## src/rtl/coeff_bus_master.sv

```systemverilog
// -----------------------------------------------------------------------------
// coeff_bus_master
//
// Host-side initiator for the FIR coefficient-RAM bus. On a reload command it
// pulls N coefficients from an upstream source (req/valid handshake) and
// writes each one into the filter's coefficient RAM. Once loaded, every
// input-sample strobe triggers one read sweep of addresses 0..N-1.
//
// Optional build macro: COEFF_BUS_CHECKSUM_EN
//   When defined, adds oChecksum, the signed sum of all coefficients written
//   by the last completed load. When undefined, the port and its accumulator
//   do not exist.
//
// Ports:
//   iClk_12M          system clock, rising edge
//   iRst              asynchronous active-high reset
//   iStartUpdate      one-cycle reload command
//   iNumOfCoeff       N, sampled only when iStartUpdate is accepted
//   iSampleStrobe     one-cycle pulse per input sample, starts a read sweep
//   oCoeffReq         request for the next coefficient
//   iCoeffValid       iCoeffData is valid
//   iCoeffData        signed coefficient
//   oCoeffiUpdateFlag bus update flag
//   oCsnRam           bus chip select, active low
//   oWrnRam           bus write strobe, active low
//   oAddrRam          bus address
//   oWrDtRam          bus write data
//   oBusy             reload in progress
//   oFrameDone        one-cycle pulse after each read sweep
//   oErr              one-cycle pulse on an illegal command
//   oChecksum         (COEFF_BUS_CHECKSUM_EN only) sum of the last load
// -----------------------------------------------------------------------------
module coeff_bus_master #(
  parameter int P_ADDR_W    = 6,
  parameter int P_DATA_W    = 16,
  parameter int P_MAX_COEFF = 40
) (
  input  logic                       iClk_12M,
  input  logic                       iRst,
  input  logic                       iStartUpdate,
  input  logic [P_ADDR_W-1:0]        iNumOfCoeff,
  input  logic                       iSampleStrobe,
  output logic                       oCoeffReq,
  input  logic                       iCoeffValid,
  input  logic signed [P_DATA_W-1:0] iCoeffData,
  output logic                       oCoeffiUpdateFlag,
  output logic                       oCsnRam,
  output logic                       oWrnRam,
  output logic [P_ADDR_W-1:0]        oAddrRam,
  output logic signed [P_DATA_W-1:0] oWrDtRam,
  output logic                       oBusy,
  output logic                       oFrameDone,
  output logic                       oErr
`ifdef COEFF_BUS_CHECKSUM_EN
  ,
  output logic signed [21:0]         oChecksum
`endif
);

  // One extra bit so that a maximum equal to 2^P_ADDR_W is representable.
  localparam logic [P_ADDR_W:0] MAX_N = (P_ADDR_W + 1)'(P_MAX_COEFF);

  typedef enum logic [2:0] {
    ST_IDLE,
    ST_FETCH,
    ST_WRITE,
    ST_WR_END,
    ST_RUN,
    ST_READ,
    ST_OUT,
    ST_RELOAD
  } state_t;

  state_t state_reg, state_next;

  logic [P_ADDR_W-1:0]        n_reg, n_next;
  logic [P_ADDR_W-1:0]        idx_reg, idx_next;
  logic                       loaded_reg, loaded_next;
  logic [P_ADDR_W-1:0]        addr_reg, addr_next;
  logic signed [P_DATA_W-1:0] data_reg, data_next;
  logic                       flag_reg, flag_next;
  logic                       csn_reg, csn_next;
  logic                       wrn_reg, wrn_next;
  logic                       req_reg, req_next;
  logic                       busy_reg, busy_next;
  logic                       done_reg, done_next;
  logic                       err_reg, err_next;
  logic                       legal_n;

`ifdef COEFF_BUS_CHECKSUM_EN
  logic signed [21:0] acc_reg, acc_next;
  logic signed [21:0] checksum_reg, checksum_next;
`endif

  assign legal_n = (iNumOfCoeff != '0) && ({1'b0, iNumOfCoeff} <= MAX_N);

  // ---------------------------------------------------------------------------
  // State and output registers
  // ---------------------------------------------------------------------------
  always_ff @(posedge iClk_12M or posedge iRst) begin
    if (iRst) begin
      state_reg    <= ST_IDLE;
      n_reg        <= '0;
      idx_reg      <= '0;
      loaded_reg   <= 1'b0;
      addr_reg     <= '0;
      data_reg     <= '0;
      flag_reg     <= 1'b0;
      csn_reg      <= 1'b1;
      wrn_reg      <= 1'b1;
      req_reg      <= 1'b0;
      busy_reg     <= 1'b0;
      done_reg     <= 1'b0;
      err_reg      <= 1'b0;
`ifdef COEFF_BUS_CHECKSUM_EN
      acc_reg      <= '0;
      checksum_reg <= '0;
`endif
    end else begin
      state_reg    <= state_next;
      n_reg        <= n_next;
      idx_reg      <= idx_next;
      loaded_reg   <= loaded_next;
      addr_reg     <= addr_next;
      data_reg     <= data_next;
      flag_reg     <= flag_next;
      csn_reg      <= csn_next;
      wrn_reg      <= wrn_next;
      req_reg      <= req_next;
      busy_reg     <= busy_next;
      done_reg     <= done_next;
      err_reg      <= err_next;
`ifdef COEFF_BUS_CHECKSUM_EN
      acc_reg      <= acc_next;
      checksum_reg <= checksum_next;
`endif
    end
  end

  // ---------------------------------------------------------------------------
  // Next-state and next-output logic
  // ---------------------------------------------------------------------------
  always_comb begin
    state_next  = state_reg;
    n_next      = n_reg;
    idx_next    = idx_reg;
    loaded_next = loaded_reg;
    addr_next   = addr_reg;
    data_next   = data_reg;
    flag_next   = 1'b0;
    csn_next    = 1'b1;
    wrn_next    = 1'b1;
    req_next    = 1'b0;
    busy_next   = 1'b0;
    done_next   = 1'b0;
    err_next    = 1'b0;
`ifdef COEFF_BUS_CHECKSUM_EN
    acc_next      = acc_reg;
    checksum_next = checksum_reg;
`endif

    case (state_reg)
      ST_IDLE: begin
        // Sample strobes are meaningless until a coefficient set exists.
        if (iStartUpdate) begin
          if (legal_n) begin
            n_next     = iNumOfCoeff;
            idx_next   = '0;
            state_next = ST_FETCH;
`ifdef COEFF_BUS_CHECKSUM_EN
            acc_next   = '0;
`endif
          end else begin
            err_next = 1'b1;
          end
        end
      end

      ST_FETCH: begin
        // The handshake uses the registered request so a coefficient is
        // only taken while the request is visible to the source.
        if (iCoeffValid && req_reg) begin
          data_next  = iCoeffData;
          addr_next  = idx_reg;
          state_next = ST_WRITE;
        end
      end

      ST_WRITE: begin
        idx_next = idx_reg + 1'b1;
`ifdef COEFF_BUS_CHECKSUM_EN
        acc_next = acc_reg + 22'(data_reg);
`endif
        if (idx_reg == n_reg - 1'b1) begin
          addr_next  = '0;
          data_next  = '0;
          state_next = ST_WR_END;
        end else begin
          state_next = ST_FETCH;
        end
      end

      ST_WR_END: begin
        loaded_next   = 1'b1;
        state_next    = ST_RUN;
`ifdef COEFF_BUS_CHECKSUM_EN
        checksum_next = acc_reg;
`endif
      end

      ST_RUN: begin
        // A reload command takes priority; a coincident strobe is dropped.
        if (iStartUpdate) begin
          if (legal_n) begin
            n_next     = iNumOfCoeff;
            state_next = ST_RELOAD;
`ifdef COEFF_BUS_CHECKSUM_EN
            acc_next   = '0;
`endif
          end else begin
            err_next = 1'b1;
          end
        end else if (iSampleStrobe && loaded_reg) begin
          addr_next  = '0;
          state_next = ST_READ;
        end
      end

      ST_READ: begin
        // Commands during a sweep are flagged but never disturb it.
        if (iStartUpdate || iSampleStrobe) begin
          err_next = 1'b1;
        end
        if (addr_reg == n_reg - 1'b1) begin
          state_next = ST_OUT;
        end else begin
          addr_next = addr_reg + 1'b1;
        end
      end

      ST_OUT: begin
        addr_next  = '0;
        state_next = ST_RUN;
      end

      ST_RELOAD: begin
        idx_next   = '0;
        state_next = ST_FETCH;
      end

      default: begin
        state_next = ST_IDLE;
      end
    endcase

    // Bus pattern is decoded from the state being entered, so it is
    // registered together with the state and has no input-to-output path.
    case (state_next)
      ST_FETCH: begin
        flag_next = 1'b1;
        wrn_next  = 1'b0;
        req_next  = 1'b1;
        busy_next = 1'b1;
      end
      ST_WRITE: begin
        flag_next = 1'b1;
        csn_next  = 1'b0;
        wrn_next  = 1'b0;
        busy_next = 1'b1;
      end
      ST_WR_END: begin
        busy_next = 1'b1;
      end
      ST_READ: begin
        csn_next = 1'b0;
      end
      ST_OUT: begin
        done_next = 1'b1;
      end
      ST_RELOAD: begin
        flag_next = 1'b1;
        wrn_next  = 1'b0;
        busy_next = 1'b1;
      end
      default: begin
      end
    endcase
  end

  assign oCoeffReq         = req_reg;
  assign oCoeffiUpdateFlag = flag_reg;
  assign oCsnRam           = csn_reg;
  assign oWrnRam           = wrn_reg;
  assign oAddrRam          = addr_reg;
  assign oWrDtRam          = data_reg;
  assign oBusy             = busy_reg;
  assign oFrameDone        = done_reg;
  assign oErr              = err_reg;
`ifdef COEFF_BUS_CHECKSUM_EN
  assign oChecksum         = checksum_reg;
`endif

endmodule
```

## config.mk

```make
export PLATFORM = sky130hd
export DESIGN_NAME = coeff_bus_master
export DESIGN_NICKNAME = d
export VERILOG_FILES = /design/src/rtl/coeff_bus_master.sv
export SDC_FILE = /design/constraint.sdc
export NUM_CORES = 1
export LEC_CHECK = 0
export CORE_UTILIZATION = 35
export CTS_CLUSTER_DIAMETER = 80
export DETAILED_ROUTE_END_ITERATION = 7
export PLACE_DENSITY = 0.6
export SYNTH_ARGS = -nofsm -noshare
export SYNTH_HDL_FRONTEND = slang
export SYNTH_SLANG_ARGS = --single-unit
export TNS_END_PERCENT = 10
```

## constraint.sdc

```tcl
create_clock -name iClk_12M -period 2.2 [get_ports iClk_12M]
set_input_delay 0.22 -clock iClk_12M [delete_from_list [all_inputs] [get_ports iClk_12M]]
set_output_delay 0.22 -clock iClk_12M [all_outputs]
set_load 0.01 [all_outputs]
```

=== Word level (Yosys, flattened, before mapping) ===
Index checks and enable logic that the tools add are counted.

* Input port bits: 27
* Register bits: 45
* Output and inout bits: 29
* Logic and storage cells: 88

* Reduce and logical (&&, ||, !) cells: 18
* Muxes and demuxes: 31
* Eq/ne operators: 22
* $add $sub $neg: 3
* Magnitude comparators: 1

{| class="wikitable"
|+ Operators by type and width
! cell !! number
|-
| $mux W6 || 7
|-
| $mux W16 || 2
|-
| $pmux W16 S2 || 1
|-
| $pmux W6 S5 || 1
|-
| $eq A3 B3 Y1 const B || 7
|-
| $mux W3 || 7
|-
| $pmux W3 S7 || 1
|-
| $pmux W6 S3 || 1
|-
| $ne A2 B2 Y1 const B || 7
|-
| $add A6 B1 Y6 const B || 2
|-
| $eq A3 B2 Y1 const B || 4
|-
| $eq A6 B6 Y1 || 2
|-
| $mux W1 || 9
|-
| $reduce_and A3 Y1 || 3
|-
| $eq A3 B1 Y1 const B || 2
|-
| $le A6 B6 Y1 const B || 1
|-
| $reduce_and A6 Y1 || 1
|-
| $reduce_bool A6 Y1 || 1
|-
| $reduce_or A2 Y1 || 3
|-
| $sub A6 B1 Y6 const B || 1
|-
| $reduce_bool A5 Y1 || 1
|-
| $reduce_or A4 Y1 || 1
|-
| $logic_and A1 B1 Y1 || 3
|-
| $logic_not A3 Y1 || 1
|-
| 6 further kinds || 6
|}

=== Depth between registers and ports, before layout ===
Gate-level depths: netlist of run 1.

* Word-level depth: 8
* Gate-level depth with buffers: 9
* Gate-level depth less buffers: 8

=== Worst setup path after synthesis of run 1 ===
Ideal clock, no wire load.

* Path kind: register -> register
* Start point: reg n_reg[2]
* End point: reg addr_reg[1], in the netlist oAddrRam[1]
* Period minus slack after synthesis: 2.384 ns
* Arrival: 2.259 ns
* Buffers on the path: 1
* Slack: -0.184 ns
* Setup time: 0.125 ns
* Cell stages (with the launch flop): 8
* Required time: 2.075 ns
* Cell sequence: dfrtp_1 > buf_6 > or4_4 > or3_1 > a21boi_2 > a31oi_2 > nor2_1 > mux2_2

* Longest elaborated chain between the ends: 4
* Elaborated cells on any way between the ends: 6
* Classes of those cells: add/sub: 1; eq/ne: 4; reduce/logical: 1

{| class="wikitable"
|+ Ends and longest elaborated chain
! element !! line !! text
|-
| from (decl) || 76 || <nowiki>logic [P_ADDR_W-1:0] n_reg, n_next;</nowiki>
|-
| from (signal assigned) || 121 || <nowiki>n_reg <= n_next;</nowiki>
|-
| $sub A6 B1 Y6 (*) || 194, 234 ||
|-
| $eq A6 B6 Y1, on equally long branches || 234, 194 ||
|-
| $ne A2 B2 Y1 (no source line) || - ||
|-
| $reduce_and A6 Y1 (no source line) (*) || - ||
|-
| to (signal assigned) || 124 || <nowiki>addr_reg <= addr_next;</nowiki>
|-
| to (decl) || 79 || <nowiki>logic [P_ADDR_W-1:0] addr_reg, addr_next;</nowiki>
|}

Mark *: on every way between the ends. The rest lies on a longest branch, timed or not.
A chain may end at the register's enable or synchronous reset.

=== Worst setup path in the final report of run 1 ===
* Start point: reg n_reg[0]
* End point: reg addr_reg[2], in the netlist oAddrRam[2]

The elaborated chain is that of the path after synthesis.

==> flow_summary_export.csv, run 1 <==
group,metric,value,unit
placed_design,port_buffers,55,
clocking,clk_pin_slew,0.09,ns
placed_design,place.gp.congestion,0.8250,
timing,tns,-0.4454,ns
clocking,cts_hold_buf,0,
timing,setup_violations,21,
critical_path,required,2.40,ns
worst_hold_path,hold_path_class,"input pin to asynchronous set/reset pin",
cells_and_area,final_common_cell,"clkdlybuf4s50_1",
critical_path,reg2reg_to,"oAddrRam[2]",
critical_path,r2r-start,"n_reg[0]",
cells_and_area,final_cells,387,
timing,relSlewSlack,0.6793,
floorplanning,io_pins,56,
outcome,violations,"setup timing",
yosys,synth_cell_types,46,
floorplanning,row_count,29,
yosys,ys_seq_elements,45,
pwr,comb_power_share,0.573,
clocking,cts-buffers-inserted,5,
timing,layout_setup_ws,-0.08340,ns
cells_and_area,diodes,0,
outcome,status,"complete, but fails checks",
yosys,synthArstFlopShare,1.000,
clocking,cts_tree,"done",
routing,drt_first_pass_iters,4,
cells_and_area,drive_gt1_frac,0.2323,
cells_and_area,area_growth,45.45,%
grt,grt_max_degree,26,
cells_and_area,multi_input_area,1237,um^2
routing,drc,0,
yosys,ys_dominant_reg_cell,"dfrtp_1",
yosys,synth-compound-area-share,0.2166,
pwr,p_per_area,1378,nW/um^2
critical_path,crit_family,"simple AND/OR/NAND/NOR gates",
clocking,clk_latency,0.30,ns
floorplanning,die_y,83.76,um
floorplanning,dieWidth,83.76,um
critical_path,cp-start-kind,"flip-flop",
routing,drt-wirelength-per-cell,15.26,um
routing,vias_per_cell,5.220,
critical_path,crit_buf_inv,0,
grt,grt_pass1_vias,2025,
yosys,synth-edff-count,0,
cells_and_area,largest_reg_flops,16,
yosys,synth-xor-area-share,0.07540,
placed_design,post-place-ws,-0.1652,ns
critical_path,r2r_slack,-0.08,ns
grt,antenna_found_initial,0,
cells_and_area,n_fill_cell,589,
yosys,netlist_instances,223,
routing,ant_nets,0,
placed_design,dp.cells,377,
timing,tightest_slew,0.4804,ns
timing,finClkSkew,0.004815,ns
pwr,total_power,4.691,mW
pwr,p_seq_frac,0.304,
yosys,synth-simple-area-share,0.1401,
routing,vias,2020,
timing,hold_violations,0,
clocking,cts_sinks,45,
yosys,synth_fp_nets,253,
pwr,switching_share,0.3816,
grt,overflow,0,
yosys,synth-adder-area-share,0.01604,
yosys,avgSynthCellArea,10.49,um^2
critical_path,crit_path_end_kind,"flip-flop",
critical_path,cpPeakStageDelay,0.55,ns
clocking,htreeDepth,2,
cells_and_area,regArea,1129,um^2
routing,routed_wl,5.906,mm
clocking,clockRootBuffer,"clkbuf_8",
routing,drt_iter0_markers,60,
timing,fmax,0.4379,GHz
critical_path,slowest_stage,"or4_4",
yosys,synth_top_family_by_area,"compound AO/OA/AOI/OAI gates",
timing,rsz0062_at_grt,"true",
timing,finalCritPeriodShare,1.038,
yosys,synth.cell_area,2340,um^2
floorplanning,die-area,7016,um^2
yosys,yosysWarnings,0,
critical_path,reg2reg_depth,6,
pwr,p_clk_frac,0.123,
pwr,internal_power,2.901,mW
cells_and_area,layout_common_cells,"clkdlybuf4s50_1, dfrtp_1, buf_4",
clocking,clock_path_buffers,2,
job,drv_cap,0,
critical_path,crit_arrival,2.48,ns
pwr,netSwitchingPower,1.790,mW
floorplanning,initial_core_util,0.3664,
yosys,synth.area.mux_share,0.03797,
critical_path,worstPathCellList,"or4_4 -> or3_4 -> a21boi_4 -> a31oi_4 -> or3_1 -> a22o_1",
yosys,ys_seq_area_frac,0.4824,
timing,period_minus_slack,2.283,ns
timing,finalMaxSlewViolations,0,
pwr,p_leak,1.487,nW
pwr,ir_drop,0.7230,mV
cells_and_area,nNetsFinal,339,
critical_path,setup.worst_path.class,"flip-flop to flip-flop",
grt,grt_pass1_wl,9.887,mm
floorplanning,core_area,6386,um^2
critical_path,cp_max_fo,6,
placed_design,dpl.hpwl,4.197,mm
grt,grt_usage,0.1784,
==> power by group through the flow <==
stage               Clock [mW]  Combinational [mW]  Sequential, mW
finish                   0.578                2.69            1.43
global route             0.637                2.92            1.48
CTS                      0.592                2.60            1.43
detailed placement           0                2.51            1.42
global placement             0                2.49            1.43
floorplan                    0                1.42            1.46
==> cell families (layout without fill, tap and decap cells) <==
group / Yosys count / after routing
simple gates: 65 / 65
mux: 8 / 8
xor+xnor: 17 / 17
flops: 45 / 45
fa+ha+maj: 3 / 3
buf+inv: 17 / 104
compound gates: 68 / 68
==> layer usage <==
| layer | share of wire | GRT usage |
|---|---|---|
| met4 | 0.0085 | 0.04468 |
| met2 | 0.45 | 0.2779 |
| met3 | 0.065 | 0.05242 |
| met5 | 0 | 0 |
| met1 | 0.47 | 0.2437 |
==> cell usage after synthesis, types with 2 or more instances <==
library cell  count  area [um^2]
dfrtp_1          43         1076
a22o_1           20        175.2
nand2_1          19        71.32
o21ai_0          11        55.05
xnor2_1          11        96.34
nor2_1           10        37.54
inv_1             8        30.03
mux2_2            7        78.83
nand3_1           7        35.03
nor3_1            7        35.03
a21oi_1           6        30.03
clkbuf_1          6        22.52
a21o_1            5        37.54
o21bai_1          4        30.03
o31ai_1           4        30.03
or3_1             4        25.02
xor2_1            4        35.03
a31oi_1           3        18.77
and2_1            3        18.77
and3_1            3        18.77
ha_1              3        37.54
nand4_1           3        18.77
a211oi_1          2        15.01
a21boi_0          2        15.01
a311oi_1          2        17.52
dfstp_2           2        52.55
nor2b_1           2        12.51
o21ba_2           2        20.02
o22ai_1           2        12.51
xnor3_1           2        45.04
==> stage by stage <==
step,hold slack (ns),cell area [um^2],util
CTS,0.2645,3351,0.5247
global route,0.2922,3403,0.5329
floorplan,0.3254,2364,-
finish,0.2454,3403,0.5329
detailed placement,0.4748,3212,0.5029
global placement,0.4594,3212,0.5029
==> layout make-up <==
cell class / count / share of cell area
clock buffer: 6 / 0.02426
clock inverter: 2 / 0.005147
inverter: 8 / 0.008824
multi-input combinational: 161 / 0.3636
sequential: 45 / 0.3316
tap: 77 / 0.02831
timing repair buffer: 88 / 0.2382
==> how the worst max path moves through the flow <==
stage	startpoint	end	slack (ns)	cells after the start
finish	n_reg[0]	oAddrRam[2]	-0.08	6
global route	n_reg[0]	oAddrRam[2]	-0.15	6
CTS	n_reg[0]	oAddrRam[2]	-0.08	6
detailed placement	n_reg[0]	oWrDtRam[11]	-0.17	6
global placement	n_reg[0]	oWrDtRam[1]	-0.12	6
floorplan	n_reg[0]	oWrDtRam[0]	-0.05	7
==> repair_timing <==
item,CTS,global route
endpoints found under the hold margin,0,0
setup endpoints to repair,24,29
gates resized for setup,8,10
pin swaps,4,4
buffers inserted,1,1
Note: power is estimated with default switching activity, not from simulation.
==> inputs of run 2 (changes only) <==
--- a/config.mk
+++ b/config.mk
@@ -8,6 +8,7 @@
 export CORE_UTILIZATION = 35
 export CTS_CLUSTER_DIAMETER = 80
 export DETAILED_ROUTE_END_ITERATION = 7
+export HOLD_SLACK_MARGIN = 0.08
 export PLACE_DENSITY = 0.6
 export SYNTH_ARGS = -nofsm -noshare
 export SYNTH_HDL_FRONTEND = slang
==> results of run 2 <==
No change in the layout: final DEF, timing and power equal those of run 1.
==> inputs of run 3 (changes only) <==
--- a/config.mk
+++ b/config.mk
@@ -5,11 +5,11 @@
 export SDC_FILE = /design/constraint.sdc
 export NUM_CORES = 1
 export LEC_CHECK = 0
-export CORE_UTILIZATION = 35
+export CORE_UTILIZATION = 45
 export CTS_CLUSTER_DIAMETER = 80
 export DETAILED_ROUTE_END_ITERATION = 7
 export HOLD_SLACK_MARGIN = 0.08
-export PLACE_DENSITY = 0.6
+export PLACE_DENSITY = 0.74
 export SYNTH_ARGS = -nofsm -noshare
 export SYNTH_HDL_FRONTEND = slang
 export SYNTH_SLANG_ARGS = --single-unit
==> run 3 against run 2 <==
Net effect:
- the flow still finishes with violations (setup timing)
- count of clock-buffer cells in the layout unchanged
- sequential power about the same
- flip-flop and latch count unchanged
- maximum frequency decreased by 0.45%
- setup slack got worse by 0.010 ns
- clock power increased by 12%
==> flow_summary_export.csv, run 3 (synthesis gave the netlist of run 1 again) <==
group,metric,value,unit
worst_hold_path,hold_path_class,"input pin to asynchronous set/reset pin",
cells_and_area,largest_reg_flops,16,
timing,fmax,0.4360,GHz
critical_path,cp-start-kind,"flip-flop",
clocking,htreeDepth,2,
outcome,status,"complete, but fails checks",
critical_path,setup.worst_path.class,"flip-flop to flip-flop",
routing,vias_per_cell,5.460,
placed_design,dp.cells,364,
cells_and_area,multi_input_area,1231,um^2
routing,drc,0,
cells_and_area,final_area,3382,um^2
placed_design,place.gp.congestion,0.8520,
grt,grtUsageMet3,0.05014,
grt,overflow,0,
critical_path,worstPathCellList,"or4_4 -> or3_1 -> a21boi_2 -> a31oi_4 -> or3_1 -> a22o_1",
critical_path,reg2reg_to,"oAddrRam[2]",
routing,drt-wirelength-per-cell,15.31,um
routing,ant_nets,0,
clocking,clockRootBuffer,"clkbuf_8",
critical_path,slowest_stage,"or4_4",
critical_path,crit_family,"simple AND/OR/NAND/NOR gates",
floorplanning,initial_core_util,0.4826,
timing,finalMaxSlewViolations,0,
critical_path,cpMostUsedCell,"or3_1",
cells_and_area,drive_gt1_frac,0.2150,
critical_path,crit_path_end_kind,"flip-flop",
routing,drt_first_pass_iters,4,
timing,holdWs,0.2619,ns
critical_path,worstSetupEndpoint,"oAddrRam[2]",
pwr,ir_drop,0.9077,mV
placed_design,dpl.hpwl,4.144,mm
timing,layout_setup_ws,-0.09382,ns
clocking,cts-buffers-inserted,5,
critical_path,cp_max_fo,5,
floorplanning,io_pins,56,
timing,hold_violations,0,
grt,grt_use_met1,0.3401,
routing,drt_iter0_markers,119,
timing,rsz0062_at_grt,"true",
timing,setup_violations,23,
cells_and_area,area_growth,44.55,%
clocking,cts_tree,"done",
cells_and_area,final_util,0.6975,
critical_path,startpoint,"n_reg[0]",
critical_path,r2r-start,"n_reg[0]",
clocking,clock_path_buffers,2,
cells_and_area,final_cells,374,
clocking,clk_latency,0.30,ns
timing,tightest_slew,0.4893,ns
job,drv_cap,0,
critical_path,r2r_slack,-0.09,ns
cells_and_area,regArea,1129,um^2
grt,grt_use_met2,0.3556,
floorplanning,dieWidth,74.11,um
clocking,cts_hold_buf,0,
critical_path,reg2reg_depth,6,
placed_design,port_buffers,55,
clocking,clk_pin_slew,0.08,ns
placed_design,placed_area,3177,um^2
floorplanning,die_y,74.11,um
grt,grt_pass1_vias,1986,
critical_path,crit_buf_inv,0,
placed_design,post-place-ws,-0.1999,ns
grt,busiest_layer,"met2",
floorplanning,row_count,25,
pwr,p_per_area,1384,nW/um^2
grt,antenna_found_initial,0,
grt,grt_max_degree,25,
pwr,total_power,4.681,mW
critical_path,required,2.38,ns
critical_path,crit_arrival,2.48,ns
clocking,cts_sinks,45,
grt,grt_pass1_wl,9.666,mm
routing,vias,2042,
critical_path,cpPeakStageDelay,0.55,ns
timing,relSlewSlack,0.6733,
critical_path,crit_cells,6,
timing,tns,-0.6879,ns
timing,finClkSkew,0.007081,ns
routing,routed_wl,5.725,mm
cells_and_area,nNetsFinal,336,
timing,period_minus_slack,2.294,ns
floorplanning,core_area,4848,um^2
cells_and_area,final_common_cell,"clkdlybuf4s50_1",
cells_and_area,n_fill_cell,368,
pwr,p_leak,1.478,nW
floorplanning,die-area,5492,um^2
cells_and_area,diodes,0,
cells_and_area,layout_common_cells,"clkdlybuf4s50_1, dfrtp_1, buf_4",
outcome,violations,"setup timing",
timing,finalCritPeriodShare,1.043,
grt,grt_usage,0.2346,
==> run 3: changes by cell type in the layout (fill, tap and decap cells not counted), sizes merged <==
cell      before  now
buf           33   30
bufinv         0    1
clkinv         1    0
clkinvlp       0    1
inv            9    8
==> run 3: final cells by class <==
type / count / share of cell area
clock buffers: 6 / 0.02442
flip-flops and latches: 45 / 0.3337
inverters: 8 / 0.008879
multi-input cells: 161 / 0.3640
clock inverters: 2 / 0.01110
repair buffers: 85 / 0.2331
well taps: 67 / 0.02479
==> run 3: layer usage <==
layer / share of wire / routed length [um]
met1: 0.46 / 2659
met2: 0.49 / 2792
met3: 0.037 / 210
met4: 0.011 / 62
met5: 0 / 0
==> run 3: worst min path at each step <==
stage                              from            to  slack (ns)  cells after the start
after floorplan           iSampleStrobe          oErr        0.33                      2
after global placement       loaded_reg    loaded_reg        0.46                      1
after detailed placement     loaded_reg    loaded_reg        0.46                      1
after CTS                          iRst   oWrDtRam[6]        0.27                      2
after global routing               iRst  oWrDtRam[15]        0.32                      2
final                              iRst   oWrDtRam[6]        0.26                      2
==> run 3: power breakdown <==
group          total (mW)  internal [mW]  leakage, nW  switching, mW
Sequential           1.44           1.15        0.569          0.291
Combinational        2.59           1.40        0.852           1.18
Clock               0.649          0.369       0.0574          0.279
==> run 3: repair_timing <==
action,CTS,global route
resized for setup,10,3
pin swaps,4,3
buffers inserted,1,1
endpoints found under the setup margin,29,27
==> RTL edit 1 (flow settings as in run 1) <==
Put one more register stage on the output `oAddrRam`, with the module's reset. The value now appears one clock later. The other outputs are not delayed to match.
--- a/src/rtl/coeff_bus_master.sv
+++ b/src/rtl/coeff_bus_master.sv
@@ -292,5 +292,11 @@
   assign oCsnRam           = csn_reg;
   assign oWrnRam           = wrn_reg;
-  assign oAddrRam          = addr_reg;
+  always_ff @(posedge iClk_12M or posedge iRst) begin
+    if (iRst) begin
+      oAddrRam <= '0;
+    end else begin
+      oAddrRam <= addr_reg;
+    end
+  end
   assign oWrDtRam          = data_reg;
   assign oBusy             = busy_reg;
Behaviour: not the same (Yosys sat finds a counterexample within 10 cycles, from zero or initial values and one cycle with iRst high).
==> RTL edit 1 against run 1 <==
  * The run still ends with negative setup slack left
  * Count of clock-buffer cells in the layout unchanged
  * Final area increased by 17%
  * Worst hold slack improved by 19 ps
  * Power increased by 22%
  * Synthesized cell count increased by 30%
  * Fmax decreased by 3.3%
  * Setup slack got worse by 78 ps
  * Cell count increased by 25%
  * Sequential cell count increased by 6
  * Area after synthesis increased by 21%
  * Die area increased by 21%
  * Routed wire length increased by 23%
  * Global-route usage increased by 0.18 points
  * Sequential power increased by 9%
  * Largest cell class unchanged
==> RTL edit 1: results (changes against run 1) <==
| Parameter | Reported | Change |
|---|---|---|
| Outcome | finished, violations left |  |
| Violations in the final reports | negative setup slack |  |
| Final setup viols | 9 | -57% |
| Number of distinct library cells after synthesis | 62 | +35% |
| Pin count of the biggest net entering global routing | 52 | +100% |
| Share of cell area taken by flip-flops and latches | 32.0% | -1.2 points |
| Total nets after synthesis | 321 | +27% |
| Multi-input combinational area share | 36.3% | about the same |
| Detailed Route WL | 7.27 mm | +23% |
| Leakage power total | 1.75 nW | +18% |
| Post-synthesis share of cell area spent on xor and xnor gates | 5.29% | -2.2 points |
| Logic pwr share | 60.1% | +2.8 points |
| Final worst hold slack | 265 ps | +19.4 ps |
| Portion of the post-synthesis area used by sequential elements | 45.1% | -3.2 points |
| Cells after DPL | 470 | +25% |
| Via count of the first global-routing pass | 2397 | +18% |
| Synth Area in Compound Gates | 20.3% | -1.3 points |
| Buffer count excluding the clock tree in the final layout | 99 | +13% |
| Routability-driven placement congestion ratio | 0.829 | +0.50% |
| Capturing instance or port of the critical path | addr_reg[2] |  |
| Least setup slack across all paths after layout | -161 ps | -78.1 ps |
| First-pass GRT wire length | 12.0 mm | +21% |
| Cells resized by post-CTS repair | 3 | -5 |
| Clock network power share | 12.5% | +0.2 points |
| Via density | 5.17 | -0.99% |
| Crit-path max FO | 4 | -2 |
| Number of setup buffers added after CTS | 0 | -1 |
RTL edit 1: per-stage QoR:
step / setup TNS (ps) / power (mW) / area (um^2)
3_5_place_dp: -1560 / 4.80 / 3780
4_1_cts: -914 / 5.57 / 3920
6_report: -1030 / 5.70 / 4000
2_1_floorplan: -278 / 3.48 / 2890
5_1_grt: -3230 / 6.10 / 4000
3_3_place_gp: -1110 / 4.76 / 3780
RTL edit 1: critical path, stage by stage, from the launching register on:
cell	delay [ps]
sky130_fd_sc_hd__dfrtp_1	370
sky130_fd_sc_hd__buf_6	130
sky130_fd_sc_hd__inv_4	40
sky130_fd_sc_hd__ha_4	150
sky130_fd_sc_hd__and4bb_2	260
sky130_fd_sc_hd__a2111oi_4	430
sky130_fd_sc_hd__a41oi_2	190
sky130_fd_sc_hd__o21a_4	270
sky130_fd_sc_hd__buf_6	130
sky130_fd_sc_hd__a211o_1	280
==> RTL edit 2 (config.mk and constraints of run 1) <==
Made on the original files. Build with the macro `COEFF_BUS_CHECKSUM_EN` defined.
--- a/src/rtl/coeff_bus_master.sv
+++ b/src/rtl/coeff_bus_master.sv
@@ -31,4 +31,6 @@
 //   oChecksum         (COEFF_BUS_CHECKSUM_EN only) sum of the last load
 // -----------------------------------------------------------------------------
+`define COEFF_BUS_CHECKSUM_EN
+
 module coeff_bus_master #(
   parameter int P_ADDR_W    = 6,
Formal check against the unedited RTL (old outputs only; new: oChecksum): equivalent (Yosys induction, for registers that start in step).
==> RTL edit 2 against run 1 <==
  * Setup slack got worse by 300 ps
  * Sequential cell count is 44 higher
  * Synthesized cell count grew 130%
  * Non-clock buffer count is 113 higher
  * Clock skew grew 4.7 ps
  * The flow still finishes with violations (negative setup slack)
  * Critical path type unchanged
  * Routed wire length is 130% higher
  * Worst hold slack better by 72 ps
  * Count of clock-buffer cells in the layout increased by 6
  * Die area is 110% higher
  * Final area rose by 120%
  * Clock power rose to 3.0 times the old value
  * Area after synthesis grew 120%
  * Power grew 150%
==> RTL edit 2: results (changes against run 1) <==
| Parameter | Reported | Change |
|---|---|---|
| Worst-Skew Late Latency | 350 ps | +50 ps |
| Layout cell share with drive strength beyond 1 | 30.4% | +7.2 points |
| Crit-path max FO | 12 | +6 |
| Violations in the final reports | negative setup slack |  |
| # port buffers | 77 | +40% |
| Largest clock skew in the final design | 9.55 ps | +4.74 ps |
| Slowest cell on crit path | sky130_fd_sc_hd__dfrtp_1 |  |
| Final setup viols | 38 | +81% |
| Outcome | finished, violations left |  |
| Number of distinct library cells after synthesis | 61 | +33% |
| Cell types occupying the most area after synthesis | sky130_fd_sc_hd__dfrtp_1, sky130_fd_sc_hd__ha_1, sky130_fd_sc_hd__mux2_2, sky130_fd_sc_hd__o21ai_1, sky130_fd_sc_hd__xnor2_1 |  |
| Power share of the sequential group | 23.4% | -7.0 points |
| Post-synthesis share of cell area spent on xor and xnor gates | 6.29% | -1.3 points |
| Clock transition time at the flip-flop clock pins of the worst setup and hold paths | 60 ps | -30 ps |
| Least setup slack across all paths after layout | -380 ps | -297 ps |
| Detailed Route WL | 13.7 mm | +130% |
| Aggregate negative setup slack | -10020 ps | -9580 ps |
| Worst stage delay on the critical path | 400 ps | -150 ps |
| Arithmetic-cell share of the synthesized area counting full adders, half adders and majority gates | 7.49% | +5.9 points |
| Via Count | 4493 | +120% |
| Post-Synthesis Cells | 516 | +130% |
| Routability-driven placement congestion ratio | 0.876 | +6.2% |
| Placed cell areas | 6970 um^2 | +120% |
| Data arrival time of the critical path | 2860 ps | +380 ps |
| First-pass GRT wire length | 21.9 mm | +120% |
| Total nets after synthesis | 572 | +130% |
| CTS buffer count | 9 | +4 |
| Multiplexer share of the synthesized area | 7.61% | +3.8 points |
| Net switching power | 4.35 mW | +140% |
| Leakage power total | 3.49 nW | +130% |
| All-Layer GR Usage | 19.1% | +1.3 points |
RTL edit 2: changes by cell type after synthesis, sizes merged, moves of 8 or more:
cell / delta
dfrtp: +44
a21oi: +17
o21ai: +42
nand3: +27
ha: +25
xnor2: +11
a21o: +8
inv: +20
mux2: +23
a22o: -13
nand2: +24
nor2: +20
RTL edit 2: cell type report:
| class | instances | area [um^2] | share of cell area [%] |
|---|---|---|---|
| Tap cell | 180 | 225 | 2.97 |
| Multi-Input combinational cell | 380 | 2880 | 37.9 |
| Timing Repair Buffer | 201 | 1810 | 23.9 |
| Inverter | 28 | 109 | 1.43 |
| Clock buffer | 12 | 267 | 3.51 |
| Clock inverter | 4 | 73.8 | 0.972 |
| Sequential cell | 89 | 2230 | 29.4 |
RTL edit 2: routing by layer:
layer  part of all wire, %  global-route usage [%]  up-vias
met3                   3.9                    3.07       15
met4                   1.6                    8.31        0
li1                      -                       -     2207
met5                     0                       0        -
met1                    46                    25.3     2179
met2                    48                    30.8       92
RTL edit 2: path summary, 6_finish.rpt:
path                                    start           end  slack (ps)  cells after the start
worst max-delay path                 n_reg[0]  oWrDtRam[12]        -380                     14
worst min-delay path                     iRst    idx_reg[5]         320                      2
worst max register to register       n_reg[0]  oWrDtRam[12]        -380                     14
worst min register to register     loaded_reg    loaded_reg         490                      1
max in group asynchronous                iRst   acc_reg[19]        1360                      3
min in group iClk_12M           iCoeffData[8]   oWrDtRam[8]         410                      3
RTL edit 2: repair_timing:
item                                    4_1_cts  5_1_grt
pin swaps                                    12        3
hold buffers                                  0        0
endpoints found under the setup margin       45       52
buffers inserted                              1        2
resized for setup                            23       19
gates cloned                                  0        2
